==> config.mk <==
export PLATFORM = sky130hd
export DESIGN_NAME = adder_accumulator
export DESIGN_NICKNAME = d
export VERILOG_FILES = /design/src/rtl/adder_accumulator_pkg.sv /design/src/rtl/adder_accumulator_settle_timer.sv /design/src/rtl/adder_accumulator.sv
export SDC_FILE = /design/constraint.sdc
export NUM_CORES = 1
export LEC_CHECK = 0
export ABC_AREA = 1
export CAP_MARGIN = 20
export CORE_UTILIZATION = 30
export CTS_CLUSTER_DIAMETER = 80
export CTS_CLUSTER_SIZE = 30
export DETAILED_ROUTE_END_ITERATION = 16
export PLACE_DENSITY_LB_ADDON = 0.08
export SYNTH_ARGS = -nofsm -noshare
export SYNTH_HDL_FRONTEND = slang
export SYNTH_SLANG_ARGS = --single-unit
==> constraint.sdc <==
create_clock -name clk -period 1.2 [get_ports clk]
set_clock_uncertainty 0.05 [all_clocks]
set_input_delay 0.18 -clock clk [delete_from_list [all_inputs] [get_ports clk]]
set_output_delay 0.18 -clock clk [all_outputs]
set_load 0.03 [all_outputs]
==> src/rtl/adder_accumulator_pkg.sv <==
// rtl/adder_accumulator_pkg.sv - shared constants, state encoding and overflow helper for adder_accumulator
package adder_accumulator_pkg;

  localparam int DATA_W = 4;

  typedef logic [1:0] state_t;

  localparam state_t ST_IDLE   = 2'd0;
  localparam state_t ST_SETTLE = 2'd1;
  localparam state_t ST_RESULT = 2'd2;

  localparam logic [DATA_W-1:0] SAT_POS = 4'b0111;
  localparam logic [DATA_W-1:0] SAT_NEG = 4'b1000;

  localparam logic [3:0] COUNT_MAX = 4'd15;

  // Signed overflow of a + b = s: operands agree in sign and the sum disagrees.
  function automatic logic signed_ovf(input logic [DATA_W-1:0] a,
                                      input logic [DATA_W-1:0] b,
                                      input logic [DATA_W-1:0] s);
    return (a[DATA_W-1] == b[DATA_W-1]) && (s[DATA_W-1] != a[DATA_W-1]);
  endfunction

endpackage

==> src/rtl/adder_accumulator_settle_timer.sv <==
// rtl/adder_accumulator_settle_timer.sv - loadable down-counter with zero flag timing the adder settle window
module settle_timer #(
  parameter int SETTLE_CYCLES = 6,
  localparam int CW = (SETTLE_CYCLES > 1) ? $clog2(SETTLE_CYCLES) : 1
) (
  input  logic clk,
  input  logic reset_n,
  input  logic load,
  input  logic dec,
  output logic zero
);

  localparam logic [CW-1:0] LOAD_VAL = CW'(SETTLE_CYCLES - 1);

  logic [CW-1:0] cnt;

  // Load on operand acceptance, then count down to zero while settling.
  always_ff @(posedge clk or negedge reset_n) begin
    if (!reset_n) begin
      cnt <= '0;
    end else if (load) begin
      cnt <= LOAD_VAL;
    end else if (dec && (cnt != '0)) begin
      cnt <= cnt - 1'b1;
    end
  end

  assign zero = (cnt == '0);

endmodule

==> src/rtl/adder_accumulator.sv <==
// rtl/adder_accumulator.sv - operand sequencer/accumulator around an external ripple adder; optional SATURATE_EN clamps on overflow
module adder_accumulator
  import adder_accumulator_pkg::*;
#(
  parameter int SETTLE_CYCLES = 6
) (
  input  logic              clk,
  input  logic              reset_n,
  input  logic              op_valid,
  output logic              op_ready,
  input  logic [DATA_W-1:0] op_data,
  input  logic              op_last,
  output logic [DATA_W-1:0] add_a,
  output logic [DATA_W-1:0] add_b,
  input  logic [DATA_W-1:0] add_sum,
  output logic              result_valid,
  input  logic              result_ready,
  output logic [DATA_W-1:0] result_sum,
  output logic              result_overflow,
  output logic [3:0]        result_count
);

  state_t            state;
  logic [DATA_W-1:0] acc;
  logic [DATA_W-1:0] b_q;
  logic              last_q;
  logic              ovf_sticky;
  logic [3:0]        count;

  logic              accept;
  logic              capture;
  logic              release_res;
  logic              timer_zero;
  logic              ovf;
  logic [DATA_W-1:0] acc_next;

  assign accept      = (state == ST_IDLE) && op_valid;
  assign capture     = (state == ST_SETTLE) && timer_zero;
  assign release_res = (state == ST_RESULT) && result_ready;

  settle_timer #(
    .SETTLE_CYCLES(SETTLE_CYCLES)
  ) u_timer (
    .clk     (clk),
    .reset_n (reset_n),
    .load    (accept),
    .dec     (state == ST_SETTLE),
    .zero    (timer_zero)
  );

  // Overflow is judged from the adder's operands and sum, not from any adder flag.
  assign ovf = signed_ovf(acc, b_q, add_sum);

`ifdef SATURATE_EN
  // Clamp toward the sign of the running total when the add overflows.
  always_comb begin
    acc_next = add_sum;
    if (ovf) begin
      acc_next = acc[DATA_W-1] ? SAT_NEG : SAT_POS;
    end
  end
`else
  // Plain modulo-16 wrap.
  always_comb begin
    acc_next = add_sum;
  end
`endif

  // Sequencer: accept operand, hold adder inputs through settle, capture, report.
  always_ff @(posedge clk or negedge reset_n) begin
    if (!reset_n) begin
      state      <= ST_IDLE;
      acc        <= '0;
      b_q        <= '0;
      last_q     <= 1'b0;
      ovf_sticky <= 1'b0;
      count      <= '0;
    end else begin
      case (state)
        ST_IDLE: begin
          if (accept) begin
            b_q    <= op_data;
            last_q <= op_last;
            state  <= ST_SETTLE;
          end
        end
        ST_SETTLE: begin
          if (capture) begin
            acc        <= acc_next;
            ovf_sticky <= ovf_sticky | ovf;
            count      <= (count == COUNT_MAX) ? COUNT_MAX : count + 4'd1;
            state      <= last_q ? ST_RESULT : ST_IDLE;
          end
        end
        ST_RESULT: begin
          if (release_res) begin
            acc        <= '0;
            ovf_sticky <= 1'b0;
            count      <= '0;
            state      <= ST_IDLE;
          end
        end
        default: state <= ST_IDLE;
      endcase
    end
  end

  assign op_ready        = (state == ST_IDLE);
  assign result_valid    = (state == ST_RESULT);
  assign add_a           = acc;
  assign add_b           = b_q;
  assign result_sum      = acc;
  assign result_overflow = ovf_sticky;
  assign result_count    = count;

endmodule

==> metrics.md, run 1 <==
| Metric | Value |
|---|---|
| Status | `complete, but fails checks` |
| Failing checks | `DRC, setup timing` |
| Post-layout util | `55.0%` |
| Count of final hold-check violations | `0` |
| Total of max-cap violations | `0` |
| PwrDens | `3100 nW/µm²` |
| Period utilization | `112%` |
| Die area | `3290 µm²` |
| Final worst setup slack | `-0.140 ns` |
| # rows | `19` |
| CP max FO | `4` |
| Worst setup startpoint | `state[1]` |
| Via density | `4.56` |
| CTS Buf Count | `3` |
| Req. time, crit path | `0.97 ns` |
| GRT Overall Usage | `14.8%` |
| Num Clock Sinks | `19` |
| Synth top cells by count | `37 x nand2_1, 19 x dfrtp_1, 14 x o21ai_0` |
| Unrepaired setup endpoints after global routing | `yes` |
| CTS max path bufs | `2` |
| Worst path bufs/invs | `2` |
| Synth top area share | `51.8%` |
| Reg area | `480 µm²` |
| CP Cell Sequence | `buf_6 -> nor2_4 -> buf_6` |
| Top Family by Delay on Critical Path | `flip-flops` |
| CTS clk-pin slew, worst paths | `0.11 ns` |
| Starting Density | `32.5%` |
| Final Setup Violations | `22` |
| EDFF count, synth | `0` |
| Slew Viols, Final | `0` |
| Initial DRC count | `22` |
| Net switching power | `2.30 mW` |
| Pint | `2.52 mW` |
| ANT cells | `0` |
| Post-synth top flop | `dfrtp_1` |
| Initial antenna violation count | `0` |
| Drt total wl | `2.22 mm` |
| Critical Path Most Common Cell | `buf_6` |
| Drt pass-1 iters | `10` |
| Die Wd | `57.3 µm` |
| Routed wire per std cell | `11.3 µm` |
| Vias in the first global route | `855` |
| Final net count | `182` |
| Part of the power in registers | `24.1%` |
| Max incr delay on CP | `0.46 ns` |
| GPL Wtd Cong | `0.768` |
| Synth area leader | `dfrtp_1` |
| Count leader, synth | `nand2_1` |
| Multi-input gate area | `484 µm²` |
| Setup crit start kind | `register` |
| Post-synth ARST share | `100%` |
| First-pass GRT wire length | `3.65 mm` |
| Crit path DAT | `1.11 ns` |
| Yosys warns | `0` |
| Synthesized area | `918 µm²` |
| Worst r2r src | `state[1]` |
| Nature of the critical path endpoint | `primary output` |
| Fmax | `746 MHz` |
| Mapped Nets | `128` |
| Layout cell share with drive strength beyond 1 | `44.8%` |
| Avg Inst Size Synth | `8.20 µm²` |
| Post-route DRC | `2` |
| Worst slew pin tran | `0.248 ns` |
| Max rail drop VDD | `1250 µV` |
| Worst slew margin | `83.5%` |
| H-tree Lvls | `1` |
| DP HPWL | `1.42 mm` |
| IO Count | `32` |
| Synth Instances | `112` |
| Overflow after GRT | `0` |
| Comb power frac | `69.2%` |
| Vias post-DR | `893` |
| Quantity of hold-fixing buffers added after cts | `0` |
| Leakage | `0.790 nW` |
| Clock power share | `6.7%` |
| Post-route ant nets | `0` |
| Unique masters post-synth | `15` |
| # fillers | `274` |
| Core box area | `2830 µm²` |
| Die Y | `57.3 µm` |
| Synthesized flop and latch total | `19` |
| # port buffers | `31` |
| Hold Crit Class | `input pin to async pin` |
| Fin crit period | `1.34 ns` |
| Switch share | `47.7%` |
| CTS tree | `built` |
| Setup WS pre-CTS | `-0.142 ns` |
| Largest net degree at the start of global routing | `20` |
| Top post-synthesis cells by area | `dfrtp_1 52%, nand2_1 15%, o21ai_0 7.6%, inv_1 5.3%, nand3_1 4.4%` |
| Register area share after synthesis | `51.8%` |
| Worst Path Class, Setup | `register to primary output` |
| Root Buffer | `clkbuf_4` |
| Area grow syn2layout | `69.3%` |
| Slowest cell on crit path | `dfrtp_2` |
| Later-pin clock latency in the skew report | `0.29 ns` |
## state kept, by name, indices dropped and copies added (netlist names)
| name | flops |
|---|---|
| add_a | 4 |
| u_timer.cnt | 3 |
| last_q | 1 |
| result_count | 4 |
| add_b | 4 |
| result_overflow | 1 |
| state | 2 |
## layout by cell type (no fill, tap or decap), types with 5 or more instances in the layout
| master | instances |
|---|---|
| buf_4 | 31 |
| nand2_1 | 30 |
| dfrtp_1 | 15 |
| clkdlybuf4s50_1 | 12 |
| buf_6 | 10 |
| inv_1 | 8 |
| nand3_1 | 7 |
| o21ai_0 | 6 |
| nand2_4 | 5 |
| o21ai_1 | 5 |
## final timing paths
| check | endpoint | slack (ns) | depth (start not counted) |
|---|---|---|---|
| min in group clk | add_b[1] | 0.36 | 3 |
| max | op_ready | -0.14 | 3 |
| min reg2reg | add_b[0] | 0.44 | 2 |
| max in group asynchronous | state[1] | 0.73 | 2 |
| min | state[0] | 0.15 | 2 |
| max reg2reg | result_overflow | -0.13 | 7 |
## kinds of logic (layout without fill, tap and decap cells)
group | count (synthesis) | count (layout) | share of synthesized area, %
and+or+nand+nor | 55 | 56 | 25.1
AOI/OAI and AO/OA | 16 | 16 | 8.86
adders and majority gates | 3 | 3 | 4.09
DFF | 19 | 19 | 51.8
buffers and inverters | 19 | 71 | 10.2
## power by group through the flow
stage | Clock [mW] | Sequential (mW) | Combinational, mW
finish | 0.323 | 1.16 | 3.33
global placement | 0 | 1.14 | 2.25
global route | 0.373 | 1.21 | 3.58
CTS | 0.348 | 1.15 | 2.72
floorplan | 0 | 1.49 | 1.14
detailed placement | 0 | 1.14 | 2.28
## area by class of cell
cell class | count | area share, %
Timing Repair Buffer | 53 | 29.9
Tap cell | 31 | 2.49
Multi-Input combinational cell | 75 | 31.1
Clock buffer | 4 | 1.69
Inverter | 14 | 3.86
Sequential cell | 19 | 30.9
## metal layers
layer | share of wire [%] | vias up | track usage [%]
li1 | - | 459 | -
met1 | 46 | 408 | 18.2
met2 | 48 | 24 | 25.0
met3 | 4.9 | 2 | 2.27
met4 | 0.77 | 0 | 8.01
met5 | 0 | - | 0
## through the flow
stage          hold slack (ns)  cell area [µm²]  power (mW)  TNS (ns)  instances
6_report                 0.154             1560        4.81     -1.36        196
5_1_grt                  0.157             1560        5.16     -2.80        196
4_1_cts                  0.153             1420        4.22     -1.02        191
3_5_place_dp             0.420             1280        3.42    -0.911        181
3_3_place_gp             0.414             1280        3.39    -0.751        181
2_1_floorplan           -0.166              928        2.63         0        112
## repair_timing
action | CTS | global route
pin swaps | 4 | 5
gates resized for setup | 25 | 28
cloned | 1 | 0
setup buffers | 5 | 5
setup endpoints to repair | 19 | 24
Note: power is estimated with default switching activity, not from simulation.
==> run 2, diff against run 1 <==
Settings changed: CORE_MARGIN set to 10, CTS_CLUSTER_DIAMETER 80 to 60.
==> metrics.md, run 2 (synthesis results as in run 1) <==
| Metric | Value |
|---|---|
| Root Buffer | `clkbuf_4` |
| Core box area | `3000 µm² (+6.1%)` |
| # rows | `20 (+1)` |
| Multi-input gate area | `425 µm² (-12%)` |
| Die Wd | `75.3 µm (+31%)` |
| H-tree Lvls | `1 (unchanged)` |
| Post-route ant nets | `0 (unchanged)` |
| Num Clock Sinks | `19 (unchanged)` |
| Starting Density | `30.6% (-1.9 points)` |
| Unrepaired setup endpoints after global routing | `yes` |
| CP Cell Sequence | `buf_4 -> nand2_4 -> inv_4 -> buf_6` |
| Reg area | `479 µm² (-0.26%)` |
| CTS Buf Count | `3 (unchanged)` |
| IO Count | `32 (unchanged)` |
| ANT cells | `0 (unchanged)` |
| Fmax | `741 MHz (-0.75%)` |
| Drt total wl | `2.50 mm (+13%)` |
| Worst slew pin tran | `0.187 ns (-0.0606 ns)` |
| # port buffers | `31 (unchanged)` |
| GPL Wtd Cong | `0.810 (+5.5%)` |
| Crit path DAT | `1.12 ns (about the same)` |
| Hold Crit Class | `input pin to async pin` |
| Max rail drop VDD | `1370 µV (+9.7%)` |
| Quantity of hold-fixing buffers added after cts | `0 (unchanged)` |
| CTS tree | `built` |
| Vias in the first global route | `890 (+4.1%)` |
| Period utilization | `113% (+0.85 points)` |
| Max incr delay on CP | `0.43 ns (-0.03 ns)` |
| Setup TNS | `-1.01 ns (+0.356 ns)` |
| Commonest non-fill, non-tap cells in the layout | `30 x nand2_1, 30 x buf_4, 16 x dfrtp_1` |
| Leakage | `0.777 nW (-1.7%)` |
| DP HPWL | `1.76 mm (+24%)` |
| # fillers | `291 (+6.2%)` |
| Worst Path Class, Setup | `register to primary output` |
| Req. time, crit path | `0.97 ns (about the same)` |
| Nature of the critical path endpoint | `primary output` |
| Die area | `5670 µm² (+73%)` |
| Slew Viols, Final | `0 (unchanged)` |
| Final Setup Violations | `21 (-4.5%)` |
| CTS max path bufs | `2 (unchanged)` |
| Later-pin clock latency in the skew report | `0.30 ns (about the same)` |
| Area grow syn2layout | `64.4%` |
| Layout cell share with drive strength beyond 1 | `40.6% (-4.2 points)` |
| Overflow after GRT | `0 (unchanged)` |
| CP max FO | `3 (-1)` |
| PwrDens | `2960 nW/µm² (-4.3%)` |
| Worst r2r src | `state[1]` |
| Worst slew margin | `87.5% (+4.0 points)` |
| Setup crit start kind | `register` |
| Count of final hold-check violations | `0 (unchanged)` |
| Slowest cell on crit path | `dfrtp_1` |
| Initial DRC count | `35 (+59%)` |
| Vias post-DR | `905 (+1.3%)` |
| Die Y | `75.3 µm (+31%)` |
| Failing checks | `setup timing` |
| Status | `complete, but fails checks` |
| Fin crit period | `1.35 ns (+0.0102 ns)` |
| Via density | `4.57 (+0.32%)` |
| Drt pass-1 iters | `4 (-6)` |
| Initial antenna violation count | `0 (unchanged)` |
| R2R depth | `8 (+1)` |
| GRT Overall Usage | `8.85% (-6.0 points)` |
| Total power | `4.47 mW (-7.1%)` |
| Post-route DRC | `0 (-2)` |
| Worst setup startpoint | `state[1]` |
| Total of max-cap violations | `0 (unchanged)` |
| Largest net degree at the start of global routing | `20 (unchanged)` |
| Final net count | `182 (unchanged)` |
| Final worst setup slack | `-0.150 ns (-0.0102 ns)` |
| First-pass GRT wire length | `3.94 mm (+7.9%)` |
| CTS clk-pin slew, worst paths | `0.11 ns (about the same)` |
| Hold WS | `0.154 ns (-0.000547 ns)` |
| Routed wire per std cell | `12.6 µm (+12%)` |
==> run 2: cell counts in the layout (fill, tap and decap cells not counted) <==
Identical to the previous run, type by type.
==> run 2: final timing paths <==
check / to / slack (ns)
hold / removal: add_a[1] / 0.15
setup / recovery: result_valid / -0.15
setup reg to reg: result_count[3] / -0.11
max in group asynchronous: add_b[0] / 0.80
hold reg to reg: add_b[2] / 0.45
min in group clk: add_a[0] / 0.35
==> run 2: power breakdown <==
group	switching (mW)	leakage (nW)	total, mW	internal (mW)
logic	1.68	0.526	3.00	1.32
clock network	0.196	0.0150	0.325	0.129
registers	0.211	0.235	1.15	0.936
==> run 2: what timing repair did <==
action / in CTS / in global routing
endpoints found under the setup margin: 18 / 25
pin swaps: 3 / 2
gates resized for setup: 16 / 17
buffers inserted: 6 / 4
gates cloned: 1 / 0
==> run 2: worst max-delay path, delay by kind of cell, from the launching register on <==
family	cells	cell delay (ns)
buf+inv	3	0.30
flops	1	0.43
simple gates	1	0.07
==> run 2: routing by layer <==
metal,part of all wire [%],track usage (%)
met1,43,10.2
met4,0.84,2.47
met2,51,15.3
met5,0,0
met3,4.9,2.86
==> run 2: area by class of cell <==
type / count / area share [%]
Sequential cell: 19 / 31.7
Timing Repair Buffer: 53 / 31.6
Multi-Input combinational cell: 75 / 28.2
Inverter: 14 / 3.98
Tap cell: 33 / 2.73
Clock buffer: 4 / 1.74
==> run 2: stage by stage <==
step | instance area, µm² | setup slack, ns | cells | util, %
global placement | 1290 | -0.109 | 183 | 43.1
CTS | 1430 | -0.134 | 194 | 47.6
detailed placement | 1290 | -0.148 | 183 | 43.1
floorplan | 928 | 0.00269 | 112 | -
global route | 1510 | -0.207 | 198 | 50.3
finish | 1510 | -0.150 | 198 | 50.3
==> run 3, diff against run 2 <==
--- a/config.mk
+++ b/config.mk
@@ -8,5 +8,5 @@
 export ABC_AREA = 1
 export CAP_MARGIN = 20
-export CORE_MARGIN = 10
+export CORE_MARGIN = 8
 export CORE_UTILIZATION = 30
 export CTS_CLUSTER_DIAMETER = 60
--- a/constraint.sdc
+++ b/constraint.sdc
@@ -3,3 +3,3 @@
 set_input_delay 0.18 -clock clk [delete_from_list [all_inputs] [get_ports clk]]
 set_output_delay 0.18 -clock clk [all_outputs]
-set_load 0.03 [all_outputs]
+set_load 0.005 [all_outputs]
==> metrics.md, run 3 (synthesis results as in run 1) <==
| Metric | Value |
|---|---|
| Status | `complete, but fails checks` |
| Failing checks | `setup timing` |
| Post-layout util | `56.5% (+6.2 points)` |
| Num Clock Sinks | `19 (unchanged)` |
| Quantity of hold-fixing buffers added after cts | `0 (unchanged)` |
| Total of max-cap violations | `0 (unchanged)` |
| Non-Filler Instances | `207 (+4.5%)` |
| Comb power frac | `68.6% (+1.5 points)` |
| Core box area | `2980 µm² (-0.83%)` |
| Starting Density | `30.8% (+0.26 points)` |
| Die area | `5090 µm² (-10%)` |
| Total power | `4.57 mW (+2.1%)` |
| Vias in the first global route | `1004 (+13%)` |
| Die Wd | `71.3 µm (-5.3%)` |
| Vias post-DR | `957 (+5.7%)` |
| Drt total wl | `2.63 mm (+5.1%)` |
| DP HPWL | `1.70 mm (-3.1%)` |
| CTS tree | `built` |
| Period utilization | `109% (-3.8 points)` |
| Slew Viols, Final | `0 (unchanged)` |
| First-pass GRT wire length | `4.38 mm (+11%)` |
| Worst Path Class, Setup | `register to register` |
| Die Y | `71.3 µm (-5.3%)` |
| Post-route DRC | `0 (unchanged)` |
| Count of final hold-check violations | `0 (unchanged)` |
| Top Family by Delay on Critical Path | `flip-flops` |
| Nature of the critical path endpoint | `register` |
| Post-route ant nets | `0 (unchanged)` |
| Final worst setup slack | `-0.104 ns (+0.0458 ns)` |
| Req. time, crit path | `1.35 ns (+0.38 ns)` |
| GRT Overall Usage | `10.7% (+1.8 points)` |
| FF-to-FF setup slack | `-0.10 ns (about the same)` |
| Commonest non-fill, non-tap cells in the layout | `29 x nand2_1, 19 x dfrtp_1, 19 x buf_4` |
| Setup TNS | `-0.671 ns (+0.336 ns)` |
| CTS clk-pin slew, worst paths | `0.11 ns (about the same)` |
| Hold WS | `0.159 ns (+0.00550 ns)` |
| Pint | `2.69 mW (+13%)` |
| Crit path DAT | `1.45 ns (+0.33 ns)` |
| PwrDens | `2720 nW/µm² (-8.3%)` |
| IO Count | `32 (unchanged)` |
| Drt pass-1 iters | `4 (unchanged)` |
| ANT cells | `0 (unchanged)` |
| Worst slew margin | `83.1% (-4.4 points)` |
| Fmax | `767 MHz (+3.5%)` |
| Switch share | `41.0% (-5.6 points)` |
| Later-pin clock latency in the skew report | `0.30 ns (about the same)` |
| Via density | `4.62 (+1.1%)` |
| CTS max path bufs | `2 (unchanged)` |
| # rows | `20 (unchanged)` |
| Overflow after GRT | `0 (unchanged)` |
| Part of the power in registers | `24.3% (-1.3 points)` |
| Most common cell after layout, fill and taps aside | `nand2_1` |
| Layout cell share with drive strength beyond 1 | `42.5% (+1.9 points)` |
| CP Cell Sequence | `buf_6 -> nor2_4 -> nand2_4 -> buf_6 -> inv_4 -> nand2_2 -> nand2_1 -> nand3_1` |
| Max rail drop VDD | `1240 µV (-9.4%)` |
| Final Setup Violations | `19 (-9.5%)` |
| Critical Path Most Common Cell | `buf_6` |
| Slowest cell on crit path | `dfrtp_1` |
| Area grow syn2layout | `83.1%` |
| Clock power share | `7.1% (-0.2 points)` |
| Largest net degree at the start of global routing | `20 (unchanged)` |
| CP max FO | `4 (+1)` |
| Unrepaired setup endpoints after global routing | `yes` |
| Fin crit period | `1.30 ns (-0.0458 ns)` |
| Leakage | `0.830 nW (+6.9%)` |
| GPL Wtd Cong | `0.723 (-11%)` |
| Max incr delay on CP | `0.44 ns (about the same)` |
| Initial antenna violation count | `0 (unchanged)` |
| Cell count after placement | `184 (+0.55%)` |
| Net switching power | `1.87 mW (-10%)` |
| Worst slew pin tran | `0.254 ns (+0.0669 ns)` |
| # port buffers | `31 (unchanged)` |
| H-tree Lvls | `1 (unchanged)` |
| CTS Buf Count | `3 (unchanged)` |
| Routed wire per std cell | `12.7 µm (+0.55%)` |
| Worst path bufs/invs | `3 (unchanged)` |
| Root Buffer | `clkbuf_4` |
| Initial DRC count | `32 (-8.6%)` |
| Setup crit start kind | `register` |
| Final net count | `191 (+4.9%)` |
| Hold Crit Class | `input pin to async pin` |
## run 3: cell count changes in the layout (fill, tap and decap cells not counted), moves of 3 or more
cell,previous run,this run
buf_4,30,19
dfrtp_2,3,0
o21ai_1,1,7
buf_6,10,16
clkbuf_2,0,3
o21ai_0,13,3
o21ai_2,0,4
dfrtp_1,16,19
clkdlybuf4s15_1,0,11
## run 3: per-stage QoR
| stage | instance area, µm² | setup WS (ns) |
|---|---|---|
| floorplan | 918 | 0.0157 |
| global placement | 1330 | -0.132 |
| detailed placement | 1330 | -0.155 |
| CTS | 1580 | -0.138 |
| global route | 1680 | -0.145 |
| finish | 1680 | -0.104 |
## run 3: final timing paths
check	startpoint	endpoint	cells after the start
max in group asynchronous	reset_n	add_b[2]	2
setup reg to reg	state[1]	u_timer.cnt[2]	8
hold reg to reg	add_b[1]	add_b[1]	2
hold / removal	reset_n	add_a[1]	2
setup / recovery	state[1]	u_timer.cnt[2]	8
min in group clk	op_data[1]	add_b[1]	3
## run 3: power by group through the flow
stage / clock network [mW] / registers, mW / logic [mW]
global placement: 0 / 1.12 / 1.84
floorplan: 0 / 1.13 / 0.932
CTS: 0.346 / 1.08 / 2.74
detailed placement: 0 / 1.13 / 1.87
finish: 0.325 / 1.11 / 3.14
global route: 0.370 / 1.13 / 3.40
## run 3: cell type report
class | count | area, µm²
Multi-Input combinational cell | 75 | 508
Tap cell | 33 | 41.3
Timing Repair Buffer | 62 | 573
Clock buffer | 4 | 26.3
Fill cell | 276 | 1300
Inverter | 14 | 57.6
Sequential cell | 19 | 475
## run 3: layer usage
metal / vias up / GRT usage, % / wire length (µm)
met5: - / 0 / 0
met1: 456 / 9.96 / 1050
met2: 22 / 20.2 / 1390
met4: 0 / 2.77 / 36
met3: 4 / 4.88 / 150
li1: 475 / - / -
## run 3: repair_timing
action | 4_1_cts | 5_1_grt
setup buffers | 17 | 3
pin swaps | 11 | 8
setup endpoints to repair | 33 | 33
gates resized for setup | 81 | 40
cloned | 1 | 0
